`src/rtl/uart_pkg.sv`:
```
// uart_pkg: definitions shared by the UART receiver and transmitter.
//   uart_rx_state_t : receiver FSM state encoding
//   UART_DATA_BITS  : payload bits per frame
//   UART_FRAME_BITS : bits on the wire per frame (start + data + [parity] + stop)
//   odd_parity()    : parity bit that makes the nine-bit total odd
// Build option: UART_RX_PARITY_EN adds the parity bit to the frame.
package uart_pkg;

  typedef enum logic [2:0] {
    IDLE      = 3'd0,
    START     = 3'd1,
    DATA      = 3'd2,
    PARITY    = 3'd3,
    STOP      = 3'd4,
    WAIT_IDLE = 3'd5
  } uart_rx_state_t;

  localparam int UART_DATA_BITS = 8;

`ifdef UART_RX_PARITY_EN
  localparam int UART_FRAME_BITS = 11;
`else
  localparam int UART_FRAME_BITS = 10;
`endif

  function automatic logic odd_parity(input logic [7:0] b);
    return ~(^b);
  endfunction

endpackage

```
`src/rtl/uart_bit_timer.sv`:
```
// uart_bit_timer: bit-period counter for the UART receiver.
//   clk, rst_n : clock, async active-low reset
//   clear      : hold the count at 0
//   half_mode  : terminal count is CLKS_PER_BIT/2 instead of CLKS_PER_BIT
//   sample     : one-cycle pulse on the terminal count; the count wraps to 0
module uart_bit_timer #(
  parameter int CLKS_PER_BIT = 4
) (
  input  logic clk,
  input  logic rst_n,
  input  logic clear,
  input  logic half_mode,
  output logic sample
);

  localparam int W = $clog2(CLKS_PER_BIT);
  localparam logic [W-1:0] HALF_TC = W'(CLKS_PER_BIT / 2 - 1);
  localparam logic [W-1:0] FULL_TC = W'(CLKS_PER_BIT - 1);

  logic [W-1:0] count;

  always_comb begin
    sample = !clear && (count == (half_mode ? HALF_TC : FULL_TC));
  end

  always_ff @(posedge clk or negedge rst_n) begin
    if (!rst_n) begin
      count <= '0;
    end else if (clear || sample) begin
      count <= '0;
    end else begin
      count <= count + 1'b1;
    end
  end

endmodule

```
`src/rtl/uart_parity_rx.sv`:
```
// uart_parity_rx: UART receiver, 8 data bits LSB first, optional odd parity, one stop bit.
//   clk, rst_n : clock, async active-low reset
//   rx         : serial line (idle high, asynchronous)
//   data       : last received byte, held until the next frame completes
//   finished   : one-cycle pulse per completed frame
//   err        : parity error of the last frame (0 when parity is not built in)
//   frame_err  : stop bit of the last frame was low
//   busy       : frame in progress
// Build option: UART_RX_PARITY_EN enables the parity bit and the err flag.
//
// state     | meaning
// IDLE      | line idle, waiting for a low level
// START     | confirming the start bit at its centre
// DATA      | sampling the 8 data bits at their centres
// PARITY    | sampling the parity bit
// STOP      | sampling the stop bit
// WAIT_IDLE | stop bit was low; wait for the line to return high
module uart_parity_rx
  import uart_pkg::*;
#(
  parameter int CLKS_PER_BIT = 4
) (
  input  logic       clk,
  input  logic       rst_n,
  input  logic       rx,
  output logic [7:0] data,
  output logic       finished,
  output logic       err,
  output logic       frame_err,
  output logic       busy
);

  uart_rx_state_t state, state_next;

  logic       rx_meta, rx_s;
  logic       sample, tmr_clear, tmr_half;
  logic [7:0] shift;
  logic [2:0] bit_idx;
  logic       stop_pend;
  logic       stop_bit;

  always_ff @(posedge clk or negedge rst_n) begin
    if (!rst_n) begin
      rx_meta <= 1'b1;
      rx_s    <= 1'b1;
    end else begin
      rx_meta <= rx;
      rx_s    <= rx_meta;
    end
  end

  uart_bit_timer #(.CLKS_PER_BIT(CLKS_PER_BIT)) u_bit_timer (
    .clk       (clk),
    .rst_n     (rst_n),
    .clear     (tmr_clear),
    .half_mode (tmr_half),
    .sample    (sample)
  );

  always_ff @(posedge clk or negedge rst_n) begin
    if (!rst_n) begin
      state <= IDLE;
    end else begin
      state <= state_next;
    end
  end

  always_comb begin
    state_next = state;
    case (state)
      IDLE:      if (!rx_s) state_next = START;
      START:     if (sample) state_next = rx_s ? IDLE : DATA;
      DATA: begin
        if (sample && bit_idx == 3'(UART_DATA_BITS - 1)) begin
`ifdef UART_RX_PARITY_EN
          state_next = PARITY;
`else
          state_next = STOP;
`endif
        end
      end
`ifdef UART_RX_PARITY_EN
      PARITY:    if (sample) state_next = STOP;
`endif
      STOP:      if (sample) state_next = rx_s ? IDLE : WAIT_IDLE;
      WAIT_IDLE: if (rx_s) state_next = IDLE;
      default:   state_next = IDLE;
    endcase
  end

  // stop_pend covers the cycle between the stop sample and the finished
  // strobe, so busy drops exactly when finished rises.
  always_comb begin
    tmr_clear = (state == IDLE) || (state == WAIT_IDLE);
    tmr_half  = (state == START);
    busy      = (state != IDLE) || stop_pend;
  end

  always_ff @(posedge clk or negedge rst_n) begin
    if (!rst_n) begin
      shift     <= '0;
      bit_idx   <= '0;
      stop_pend <= 1'b0;
      stop_bit  <= 1'b1;
      data      <= '0;
      finished  <= 1'b0;
      frame_err <= 1'b0;
    end else begin
      finished  <= stop_pend;
      stop_pend <= 1'b0;
      if (state == START) begin
        bit_idx <= '0;
      end
      if (state == DATA && sample) begin
        shift   <= {rx_s, shift[7:1]};
        bit_idx <= bit_idx + 1'b1;
      end
      if (state == STOP && sample) begin
        stop_pend <= 1'b1;
        stop_bit  <= rx_s;
      end
      if (stop_pend) begin
        data      <= shift;
        frame_err <= ~stop_bit;
      end
    end
  end

`ifdef UART_RX_PARITY_EN
  logic err_pend;

  // err_pend holds the parity result until the frame's finished cycle.
  always_ff @(posedge clk or negedge rst_n) begin
    if (!rst_n) begin
      err_pend <= 1'b0;
      err      <= 1'b0;
    end else begin
      if (state == PARITY && sample) begin
        err_pend <= (rx_s != odd_parity(shift));
      end
      if (stop_pend) begin
        err <= err_pend;
      end
    end
  end
`else
  assign err = 1'b0;
`endif

endmodule

```
`config.mk`:
```
export PLATFORM = sky130hd
export DESIGN_NAME = uart_parity_rx
export DESIGN_NICKNAME = d
export VERILOG_FILES = /design/src/rtl/uart_pkg.sv /design/src/rtl/uart_bit_timer.sv /design/src/rtl/uart_parity_rx.sv
export SDC_FILE = /design/constraint.sdc
export NUM_CORES = 1
export LEC_CHECK = 0
export ABC_AREA = 1
export CELL_PAD_IN_SITES_DETAIL_PLACEMENT = 0
export CELL_PAD_IN_SITES_GLOBAL_PLACEMENT = 1
export CORE_MARGIN = 1.5
export CORE_UTILIZATION = 41
export CTS_CLUSTER_DIAMETER = 60
export CTS_CLUSTER_SIZE = 25
export DETAILED_ROUTE_END_ITERATION = 6
export PLACE_DENSITY = 0.88
export SYNTH_ARGS = -nofsm -noshare
export SYNTH_HDL_FRONTEND = slang
export SYNTH_HIERARCHICAL = 1
export SYNTH_SLANG_ARGS = --single-unit
```
`constraint.sdc`:
```
create_clock -name clk -period 2.2 [get_ports clk]
set_clock_uncertainty 0.15 [all_clocks]
set_input_delay 0.33 -clock clk [delete_from_list [all_inputs] [get_ports clk]]
set_output_delay 0.33 -clock clk [all_outputs]
set_load 0.1 [all_outputs]
```
==> reports/results.md, run 1 <==
### Outcome
- **result of the run** completed

### Logic synthesis
- **combined area of all synthesized cells** 1300 um2
- **Yosys Warn Count** 6
- **Yosys top cell area share** 52.1%
- **synthesized area per cell** 8.82 um2
- **post-synthesis net count** 152
- **top cells by area, synth** sky130_fd_sc_hd__dfrtp_1, sky130_fd_sc_hd__nand2_1, sky130_fd_sc_hd__o21ai_0
- **dominant cell type by area after synthesis** sky130_fd_sc_hd__dfrtp_1
- **cell count after synthesis** 147
- **flops & latches, synth** 30
- **share of the yosys chip area belonging to registers** 58.2%
- **Yosys cell types** 19

### Placement
- **Port Buffer Count** 13
- **Setup WS pre-CTS** 0.275 ns
- **final weighted congestion of routability-driven global placement** 0.784
- **half-perimeter wire length of the detailed placement result** 1630 um

### Cells and area
- **highest-count cells in the layout ignoring fill and taps** sky130_fd_sc_hd__nand2_1, sky130_fd_sc_hd__dfrtp_1, sky130_fd_sc_hd__inv_1, sky130_fd_sc_hd__o21ai_0, sky130_fd_sc_hd__buf_4
- **Layout Area Growth over Synthesis** 19.5%
- **Filler Cells Inserted** 283
- **nets@finish** 172
- **leading cell type in the layout, fill and taps excluded** sky130_fd_sc_hd__nand2_1
- **fraction of final layout cells with drive strength greater than 1** 19.0%
- **number of antenna diodes** 0

### Clocking
- **Inserted Clock Buffers** 5
- **number of cells upsized or downsized after cts** 0
- **Clk Tree Root Cell** sky130_fd_sc_hd__clkbuf_4
- **largest buffer count on any clock path** 2
- **CTS tree** yes
- **clock slew at the register clock pins of the worst setup and hold paths** 0.09 ns
- **Clk Latency, worst-skew pair** 0.32 ns
- **Post-CTS Hold Fix Bufs** 0
- **post-CTS setup repair buffer count** 0
- **sinks on the clock net** 30
- **H-tree level count** 2

### Floorplan
- **Top-Level Pins** 15
- **die footprint** 3510 um2
- **floorplan die width** 59.2 um
- **starting density of the core** 42.8%
- **die height** 59.2 um
- **std cell rows** 20
- **placeable core region** 3030 um2

### Critical path
- **critical-path maximum fanout** 4
- **Worst EP arrival** 2.00 ns
- **endpoint kind of the worst setup timing path** flop
- **start of the worst register-to-register path** state[1]
- **FF-to-FF setup slack** 0.32 ns
- **crit path launch type** flop
- **Worst EP required** 2.31 ns
- **R2R depth** 13
- **critical path class** reg2reg
- **worst reg2reg endpoint** state[0]

### GRT
- **vias in the first global route** 913
- **maximum number of pins on one net before global-route repair** 31
- **antenna violations before repair** 0
- **first-pass GRT wire length** 3950 um
- **Global Route Usage Sum** 15.7%
- **GRT Residual Overflow** 0

### Detailed routing
- **number of DRC violations after detailed routing** 0
- **Routed WL** 2270 um
- **post-DR wirelength/cell** 10.7 um
- **number of iterations in the first detailed-routing pass** 5
- **Vias per Instance** 4.50
- **number of nets with antenna violations after routing** 0
- **number of violations reported at the end of detailed-routing iteration 0** 26
- **routed vias** 953

### Worst hold path
- **type of the worst min-delay path** reg2reg
- **end of the worst hold path** rx_s
- **Worst Hold Depth** 0
- **hold path startpoint** rx_meta

### STA
- **total count of max-transition violations in the final report** 0
- **count of endpoints failing setup in the final report** 0
- **final critical-path setup slack** 0.318 ns
- **time the worst path needs with I/O delays and setup** 1.88 ns
- **share of the cycle needed by the critical path after routing** 85.6%
- **RSZ-0062 raised after global routing** no
- **final number of hold-violating endpoints** 0
- **Fmax** 531 MHz
- **total negative setup slack** 0 ns

### Power and ir drop
- **leakage power of the design** 0.000807 uW
- **maximum ir drop on the vdd rail** 0.497 mV
- **Power per Cell Area** 1300 nW/um2

### Run
- **Maximum Capacitance Violations** 0

## cell type report
type,instances,area [um2],share of cell area [%]
clock buffers,8,58.8,3.80
inverters,18,67.6,4.36
multi-input cells,94,448,28.9
flip-flops and latches,30,754,48.7
well taps,44,55.1,3.55
repair buffers,18,165,10.7
## Yosys cell counts, drive strengths merged
master  number
nand2       47
dfrtp       27
o21a         1
a21oi        3
clkbuf       1
nor2        12
dfstp        3
conb         1
inv         18
xnor2        1
nand4        1
buf          4
o21ai       16
ha           2
nand3       10
## flip-flops by register name, indices dropped and copies added, names as in the netlist
| register | cells |
|---|---|
| state | 3 |
| bit_idx | 3 |
| rx_s | 1 |
| shift | 8 |
| data | 8 |
| finished | 1 |
| u_bit_timer/count | 2 |
| stop_bit | 1 |
| rx_meta | 1 |
| stop_pend | 1 |
| frame_err | 1 |
## critical path, stage by stage (launching register included)
cell	delay, ns
sky130_fd_sc_hd__dfrtp_1	0.38
sky130_fd_sc_hd__nor2_1	0.16
sky130_fd_sc_hd__nand2_1	0.12
sky130_fd_sc_hd__inv_1	0.11
sky130_fd_sc_hd__inv_1	0.04
sky130_fd_sc_hd__nand2_1	0.07
sky130_fd_sc_hd__nand3_2	0.07
sky130_fd_sc_hd__nor2_2	0.15
sky130_fd_sc_hd__inv_1	0.11
sky130_fd_sc_hd__nand3_1	0.10
sky130_fd_sc_hd__nand2_1	0.05
sky130_fd_sc_hd__nor2_1	0.14
sky130_fd_sc_hd__nand3_1	0.09
sky130_fd_sc_hd__nand2_1	0.08
## power by group
group | internal [uW] | total, uW | switching, uW
combinational | 267 | 892 | 626
clock | 157 | 336 | 178
sequential | 697 | 793 | 96.1
## worst max-delay path by stage
stage               startpoint  depth (start not counted)        to  slack, ns
finish                state[1]                         13  state[0]       0.32
global route          state[1]                         14  state[0]       0.04
global placement      state[1]                         13  state[2]       0.31
CTS                   state[1]                         13  state[0]       0.25
detailed placement    state[1]                         14  state[0]       0.28
floorplan            stop_pend                          3      busy       0.15
## per-stage QoR
step,hold WS [ns],utilization (%),total power (uW),cells,cell area [um2]
floorplan,-0.116,-,1470,147,1300
global placement,0.197,49.1,1680,204,1490
detailed placement,0.197,49.1,1700,204,1490
CTS,0.210,51.1,2040,212,1550
global route,0.213,51.2,2170,212,1550
finish,0.209,51.2,2020,212,1550
## per-layer routing
metal,track usage (%),part of all wire (%),vias up
met5,0,0,-
li1,-,-,491
met2,24.5,46,26
met4,7.14,2.4,0
met3,6.77,4.5,10
met1,18.7,47,426
## cell families after synthesis
kind of cell    share of synthesized area (%)
buf+inv                                  7.43
simple gates                             23.6
xor+xnor                                0.676
fa+ha+maj                                1.93
flops                                    58.2
compound gates                           7.92
other cells                             0.289
Power figures use the tool's default switching activity.
==> run 2: changes to the inputs <==
CTS_CLUSTER_SIZE = 12   (was 25)
==> results of run 2 <==
The final DEF is identical to that of run 1; final timing and power are the same.
